`config.mk`:
```
export PLATFORM = sky130hd
export DESIGN_NAME = pc_sequencer
export DESIGN_NICKNAME = d
export VERILOG_FILES = /design/src/rtl/pc_sequencer.sv
export SDC_FILE = /design/constraint.sdc
export NUM_CORES = 1
export LEC_CHECK = 0
export ABC_AREA = 1
export CAP_MARGIN = 10
export CORE_ASPECT_RATIO = 0.9
export CORE_MARGIN = 2
export CORE_UTILIZATION = 30
export CTS_CLUSTER_SIZE = 20
export DETAILED_ROUTE_END_ITERATION = 10
export SYNTH_ARGS = -nofsm -noshare
export SYNTH_HDL_FRONTEND = slang
export SYNTH_SLANG_ARGS = --single-unit
```
`constraint.sdc`:
```
create_clock -name clk -period 6.45 [get_ports clk]
set_input_delay 1.29 -clock clk [delete_from_list [all_inputs] [get_ports clk]]
set_output_delay 1.29 -clock clk [all_outputs]
set_load 0.01 [all_outputs]
```
`src/rtl/pc_sequencer.sv`:
```
// Program counter and next-address unit: holds the fetch PC, forms the
// sequential/branch/jump/register-jump/exception targets, arbitrates them by
// fixed priority and buffers a redirect that arrives during a stall.
//
// state | meaning
// ------+-----------------------------------------------------------------
// BOOT  | first cycle after reset release; no fetch, redirects ignored
// RUN   | normal fetch; pc advances on fetch_ready or jumps on a redirect
// HOLD  | stalled with a buffered redirect target waiting to be applied
module pc_sequencer #(
    parameter int               AW       = 32,
    parameter int               IMM_W    = 16,
    parameter int               JIDX_W   = 26,
    parameter int               SHIFT    = 2,
    parameter logic [AW-1:0]    RESET_PC = 32'h0000_0000,
    parameter logic [AW-1:0]    EXC_VEC  = 32'h0000_0080
) (
    input  logic              clk,
    input  logic              rst_n,
    input  logic              stall,
    input  logic              fetch_ready,
    input  logic              branch_taken,
    input  logic [IMM_W-1:0]  imm,
    input  logic              jump,
    input  logic [JIDX_W-1:0] jidx,
    input  logic              jr,
    input  logic [AW-1:0]     jr_target,
    input  logic              exc,
    output logic [AW-1:0]     pc,
    output logic [AW-1:0]     pc_plus4,
    output logic              fetch_valid,
    output logic              redirect_pending,
    output logic              misaligned
);

    typedef enum logic [1:0] {
        BOOT = 2'd0,
        RUN  = 2'd1,
        HOLD = 2'd2
    } state_t;

    state_t          state, state_n;
    logic [AW-1:0]   pc_n;
    logic [AW-1:0]   pend, pend_n;
    logic            mis_n;

    logic [AW-1:0]   imm_ext;
    logic [AW-1:0]   br_tgt;
    logic [AW-1:0]   jmp_tgt;
    logic [AW-1:0]   hi_mask;
    logic            jr_bad;
    logic            evt;
    logic            jr_mis_win;
    logic [AW-1:0]   tgt;

    assign pc_plus4 = pc + (AW'(1) << SHIFT);
    assign imm_ext  = {{(AW-IMM_W){imm[IMM_W-1]}}, imm};
    assign br_tgt   = pc_plus4 + (imm_ext << SHIFT);
    // Upper bits above the jump index come from the sequential address.
    assign hi_mask  = {AW{1'b1}} << (JIDX_W + SHIFT);
    assign jmp_tgt  = (pc_plus4 & hi_mask) | (AW'(jidx) << SHIFT);
    assign jr_bad   = |jr_target[SHIFT-1:0];

    assign evt        = exc | jr | jump | branch_taken;
    assign jr_mis_win = !exc && jr && jr_bad;

    // Fixed-priority target select: exc > jr > jump > branch.
    always_comb begin
        tgt = br_tgt;
        if (exc)
            tgt = EXC_VEC;
        else if (jr)
            tgt = jr_bad ? EXC_VEC : jr_target;
        else if (jump)
            tgt = jmp_tgt;
    end

    // Next-state, next-pc and pending-target decision.
    always_comb begin
        state_n = state;
        pc_n    = pc;
        pend_n  = pend;
        mis_n   = 1'b0;
        case (state)
            BOOT: state_n = RUN;
            RUN: begin
                if (evt) begin
                    mis_n = jr_mis_win;
                    if (stall) begin
                        pend_n  = tgt;
                        state_n = HOLD;
                    end else begin
                        pc_n = tgt;
                    end
                end else if (fetch_ready && !stall) begin
                    pc_n = pc_plus4;
                end
            end
            HOLD: begin
                if (evt)
                    mis_n = jr_mis_win;
                if (stall) begin
                    if (evt)
                        pend_n = tgt;
                end else begin
                    pc_n    = evt ? tgt : pend;
                    pend_n  = '0;
                    state_n = RUN;
                end
            end
            default: state_n = BOOT;
        endcase
    end

    // State, pc, pending target and misalignment pulse registers.
    always_ff @(posedge clk or negedge rst_n) begin
        if (!rst_n) begin
            state      <= BOOT;
            pc         <= RESET_PC;
            pend       <= '0;
            misaligned <= 1'b0;
        end else begin
            state      <= state_n;
            pc         <= pc_n;
            pend       <= pend_n;
            misaligned <= mis_n;
        end
    end

    assign fetch_valid      = (state != BOOT);
    assign redirect_pending = (state == HOLD);

endmodule

```
After elaboration in Yosys (flattened, before gate mapping). Index checks and enable logic that the tools add are counted.

Add/sub/neg operators: 2. Equal/unequal tests: 7. Multiplexer cells: 20. Bitwise logic cells: 4. Reductions and logical operators: 13.

Operator list (count): $mux W32 (12); $pmux W32 S2 (2); $add A32 B3 Y32 const B (1); $add A32 B32 Y32 (1); $or A32 B28 Y32 (1); $mux W2 (3); $ne A2 B2 Y1 const B (3); $ne A3 B3 Y1 const B (2); $pmux W2 S3 (1); $reduce_and A3 Y1 (2); $reduce_and A4 Y1 (1); $reduce_bool A2 Y1 (2); $reduce_or A2 Y1 (2); $logic_and A1 B1 Y1 (3); $or A1 B1 Y1 (3); $eq A2 B1 Y1 const B (1); $eq A2 B2 Y1 const B (1); $logic_not A1 Y1 (2); $logic_not A2 Y1 (1); $mux W1 (2).

Flip-flop bits (word level): 67. Input bits: 82. Output and inout bits: 67. Logic and storage cells: 50.

Longest topological paths before layout.
Depth in word-level cells: 8. Depth in mapped cells: 28. Gate-level depth less buffers: 28.

Least setup slack after synthesis. Ideal clock, no wire load.

Kind: register to register. Start point: register pc[4]. End point: register pend[26]. Library setup time: 0.078 ns. Arrival: 2.946 ns. Setup slack: 3.426 ns. Cell stages (with the launch flop): 23. Period minus slack after synthesis: 3.024 ns. Cell sequence: dfrtp_1 nand3_1 nor2_2 nand2_2 nor2_4 nand4_2 nor3_2 xor2_1 inv_1 ha_1 inv_1 nor3_2 and2_1 nand3_1 nand3_1 nand2_1 nand3_1 nand2_1 nand2_1 nand2_1 nand2_1 nand2_1 a21boi_1.

Word-level cells in the longest chain between the ends: 8.

Ends and longest elaborated chain: start: declaration (line 29) `output logic [AW-1:0] pc,`; start signal: assignment (line 124) `pc <= pc_n;`; $add A32 B3 Y32 (*) (line 56) `assign pc_plus4 = pc + (AW'(1) << SHIFT);`; via pc_plus4[21] (line 30) `output logic [AW-1:0] pc_plus4,`; $add A32 B32 Y32 (*) (line 58) `assign br_tgt = pc_plus4 + (imm_ext << SHIFT);`; $mux W32 (*) (line 74) `else if (jump)`; $mux W32 (*) (line 72) `else if (jr)`; $mux W32 (*) (line 70) `if (exc)`; $mux W32 (on tied branches) (line 103, 89); $mux W32 (on tied branches) (line 102, 87); $pmux W32 S2 (*) (line 84) `case (state)`; end signal: assignment (line 125) `pend <= pend_n;`; end: declaration (line 44) `logic [AW-1:0] pend, pend_n;`.

Mark *: on every way through the listed nets, which the timed path passes. The rest lies on a longest branch. The select of a mux whose other input is x is not followed. A chain may end at the register's enable or synchronous reset.

Worst setup path after layout.
Start point: input exc. End point: register pend[5].

Word-level cells in the longest chain between the ends: 6.

Ends and longest elaborated chain: start: declaration (line 28) `input logic exc,`; $or A1 B1 Y1 (3 in series) (line 64) `assign evt = exc | jr | jump | branch_taken;`; $mux W32 (line 103) `if (evt)`; $mux W32 (line 102) `if (stall) begin`; $pmux W32 S2 (line 84).

Several ways; a longest one is shown, not always the timed one. The select of a mux whose other input is x is not followed.

==> run summary <==
The via count of the first global-routing pass is 7974. The area of the core came out at about 24000 sq um. The count of hold-fix buffers inserted at cts came out at 0. In this run, synthesis inferred 0 flip-flops with an integrated enable.

The flow ran to the end, and the final reports show no timing, DRC or antenna violations. The proportion of total power due to net switching came out at 0.5245. The critical path arrival is 4.85 ns. The cell area after synthesis came out at about 7500 sq um. The share of async-settable or async-resettable flops after synthesis is 1.000.

The initial antenna violation count is 0. The count of standard-cell rows is 54. The critical-path maximum fanout came out at 60. The endpoint required time on the critical path is roughly 6.6 ns.

The transition time of the tightest slew-check pin is 1.006 ns. The summed negative setup slack over all endpoints is 0 ns. The startpoint-to-endpoint class of the critical path is in -> reg. The depth of the worst register-to-register path is 17. The combined global-route utilization of all metal layers is 0.2225. Setup repair after global routing left no endpoint under its margin.

The area enclosed by the die boundary came out at 26320 sq um. The worst voltage drop across the vdd grid came out at approximately 220 uV. The pin count of the biggest net entering global routing came out at 68.

The power dissipated by switching net loads came out at 0.002340 W. The layout cell share with drive strength beyond 1 is 0.06417. The number of buffer cells added on primary ports came out at between 100 and 150.

The number of max-slew violations in the final report is 0. The later-pin clock latency in the skew report came out at ~0.34 ns. Of all cell types, the one taking the most synthesized area is sky130_fd_sc_hd__dfrtp_1.

The die is 154.1 um tall. The number of H-tree branching levels came out at 3. The share of total power dissipated in sequential elements is 0.197. The number of standard cells after synthesis is about 1300.

The number of gates given a new drive strength after cts is 0. Of the available clock period, the critical path in the final layout requires 0.7230. The power density relative to cell area came out at ~470 nW/um^2. The register bit count reported by yosys came out at between 60 and 70.

The worst clock skew is just under 0.008 ns. The TritonCTS clock tree is built. The total congestion overflow is 0. Yosys instantiated no cell more often than sky130_fd_sc_hd__nand2_1. The worst hold path belongs to the class reg -> reg. The final-report setup violation count is 0.

After detailed routing, the number of vias per cell comes to 5.043. The final-layout worst hold slack is 0.4909 ns. The sequential-to-total area share from yosys stat is 0.2232.

The combinational share of power is 0.697. The mean cell area of the mapped netlist is between 5 and 6 sq um. The count of yosys warnings during synthesis came out at 0. The clock root buffer is sky130_fd_sc_hd__clkbuf_16. The worst slew margin relative to its limit came out at 0.3285. The startpoint type of the worst setup path is an input pin.

The starting density of the core came out at 0.3080. Summed over all layers, the routed wires come to ~30000 um. The post-detailed-route count of antenna-violating nets came out at 0. The hold path depth is 2. The time the final worst path needs with I/O delays and setup is 4.663 ns. The TritonCTS sink count came out at between 60 and 70. The endpoint kind of the worst setup timing path is a register. The total via count after detailed routing came out at just under 9000.

The CTS buffer count is 9. The number of endpoints with negative hold slack in the final report came out at 0. The register-to-register path setup slack came out at 2.45 ns. The number of max-cap violations is 0.

By area the synthesized netlist is led by sky130_fd_sc_hd__dfrtp_1 22%, sky130_fd_sc_hd__nand2_1 22%, sky130_fd_sc_hd__inv_1 8.5%. The first TritonRoute pass finished after 5 iterations. The final weighted congestion in routability-driven placement came out at between 0.9 and 1. The post-synthesis cell type count is 53. The initial DRC count came out at about 900. The average wire length per cell after detail routing came out at around 17 um. In the synthesized netlist, the cells that appear most often are 431 x sky130_fd_sc_hd__nand2_1, 170 x sky130_fd_sc_hd__inv_1, 112 x sky130_fd_sc_hd__nor2_1. The largest buffer count on any clock path is 2. In this run the horizontal extent of the chip is roughly 170 um. The number of antenna repair diodes is 0.

The CTS clock-pin slew for the worst setup and hold paths came out at 0.06 ns. The final-stage net count came out at between 1500 and 2000. The net count after synthesis came out at about 1400. The first global-routing pass estimated around 45000 um of wire. From synthesis to final layout, the design area changed by 26.88%. The post-CTS repair timing setup buffer count came out at 0. The most instantiated flip-flop cell in the synthesis netlist is sky130_fd_sc_hd__dfrtp_1. The cell-internal power is 0.002122 W. The standby leakage power is 4.756 nW. The number of design rule violations left after detail routing is 0. Of the total power, the clock network draws 0.106. The area share of the largest cell type after synthesis is 0.2232. For this design the top-level I/O count stands at between 100 and 150. Derived from the worst setup path, the maximum achievable clock frequency is roughly 0.21 GHz. The estimated wirelength of the detail-placed design came out at between 20000 and 25000 um.
-- cells in the final DEF (no fill, tap or decap), types with 3 or more instances in the layout --
cell                              instances
sky130_fd_sc_hd__a221oi_1                 5
sky130_fd_sc_hd__nand3_1                 53
sky130_fd_sc_hd__inv_2                   10
sky130_fd_sc_hd__o21ai_1                  9
sky130_fd_sc_hd__nor3_1                  13
sky130_fd_sc_hd__o221ai_1                 4
sky130_fd_sc_hd__a22oi_1                 17
sky130_fd_sc_hd__dfrtp_1                 67
sky130_fd_sc_hd__inv_1                  170
sky130_fd_sc_hd__a211oi_1                 5
sky130_fd_sc_hd__a21boi_1                10
sky130_fd_sc_hd__nand2_2                 14
sky130_fd_sc_hd__a32oi_1                  3
sky130_fd_sc_hd__nor3_2                   6
sky130_fd_sc_hd__nor2_1                 112
sky130_fd_sc_hd__nand3_2                  4
sky130_fd_sc_hd__o22ai_1                  3
sky130_fd_sc_hd__ha_1                    37
sky130_fd_sc_hd__nor2_2                   8
sky130_fd_sc_hd__clkbuf_1                 3
sky130_fd_sc_hd__clkdlybuf4s50_1        147
sky130_fd_sc_hd__clkbuf_16                9
sky130_fd_sc_hd__a21o_1                   3
sky130_fd_sc_hd__xor2_1                  19
sky130_fd_sc_hd__a31oi_1                 21
sky130_fd_sc_hd__buf_4                    8
sky130_fd_sc_hd__a21boi_0                 8
sky130_fd_sc_hd__a21oi_1                 83
sky130_fd_sc_hd__nand2_1                431
sky130_fd_sc_hd__nand4_1                  9
sky130_fd_sc_hd__o21ai_0                 45
sky130_fd_sc_hd__or2_2                   13
sky130_fd_sc_hd__o21bai_1                 6
-- metal layers --
metal / track usage / share of wire / vias to the layer above / wire (um)
met5: 0 / 0 / - / 0
met4: 0.04396 / 0.016 / 0 / 485
met3: 0.04196 / 0.093 / 27 / 2724
met1: 0.3327 / 0.48 / 3972 / 14030
li1: - / - / 4283 / -
met2: 0.3304 / 0.41 / 407 / 12210
-- logic make-up after synthesis --
family                   count (synthesis)  share of synthesized area
flip-flops                              67                     0.2232
XOR/XNOR                                20                    0.02332
buffers and inverters                  226                     0.1191
multiplexers                             2                   0.002998
AO/OA/AOI/OAI                          230                     0.1830
adder cells (fa/ha/maj)                 38                    0.06429
AND/OR/NAND/NOR                        676                     0.3841
-- registers in the layout, indices dropped and copies added, names as in the netlist --
register and flops:
state 2, misaligned 1, pc 32, pend 32
-- stage by stage --
stage	util	total power [W]	cells	setup slack [ns]	cell area [sq um]
after global placement	0.3796	0.003908	1707	1.627	9258
after floorplan	-	0.002808	1259	3.426	7512
final	0.3908	0.004462	1723	1.787	9532
after global routing	0.3908	0.004863	1723	1.414	9532
after detailed placement	0.3796	0.003948	1707	1.439	9258
after CTS	0.3908	0.004438	1723	1.809	9532
-- cell type report --
| type | instances | area [sq um] |
|---|---|---|
| sequential | 67 | 1677 |
| inverter | 182 | 683.2 |
| tap | 336 | 420.4 |
| clock buffer | 14 | 264.0 |
| multi-input combinational | 966 | 4941 |
| timing repair buffer | 156 | 1536 |
| fill | 2609 | 14860 |
| clock inverter | 2 | 10.01 |
-- critical path, cell delays in order --
cell and delay, ns:
sky130_fd_sc_hd__clkdlybuf4s50_1 0.53, sky130_fd_sc_hd__nor2_2 0.06, sky130_fd_sc_hd__buf_4 0.20, sky130_fd_sc_hd__nand2_2 0.28
sky130_fd_sc_hd__nor2_8 0.15, sky130_fd_sc_hd__inv_2 0.09, sky130_fd_sc_hd__buf_4 0.52, sky130_fd_sc_hd__a21oi_1 0.18
sky130_fd_sc_hd__nor2_1 0.58, sky130_fd_sc_hd__inv_2 0.57, sky130_fd_sc_hd__a21oi_1 0.27, sky130_fd_sc_hd__a22oi_1 0.09
-- worst paths after layout --
path,start,to
max,exc,pend[5]$_DFFE_PN0P_
min,pend[4]$_DFFE_PN0P_,pend[4]$_DFFE_PN0P_
max reg2reg,pc[5]$_DFFE_PN0P_,pend[11]$_DFFE_PN0P_
min reg2reg,pend[4]$_DFFE_PN0P_,pend[4]$_DFFE_PN0P_
max in group asynchronous,rst_n,pend[20]$_DFFE_PN0P_
min in group asynchronous,rst_n,pc[2]$_DFFE_PN0P_
-- power groups by stage --
stage | Sequential, W | Combinational [W] | Clock (W)
final | 0.000879 | 0.00311 | 0.000472
after floorplan | 0.000833 | 0.00197 | 0
after global routing | 0.000902 | 0.00347 | 0.000494
after detailed placement | 0.000877 | 0.00307 | 0
after CTS | 0.000873 | 0.00309 | 0.000474
after global placement | 0.000877 | 0.00303 | 0
Power figures use the tool's default switching activity.
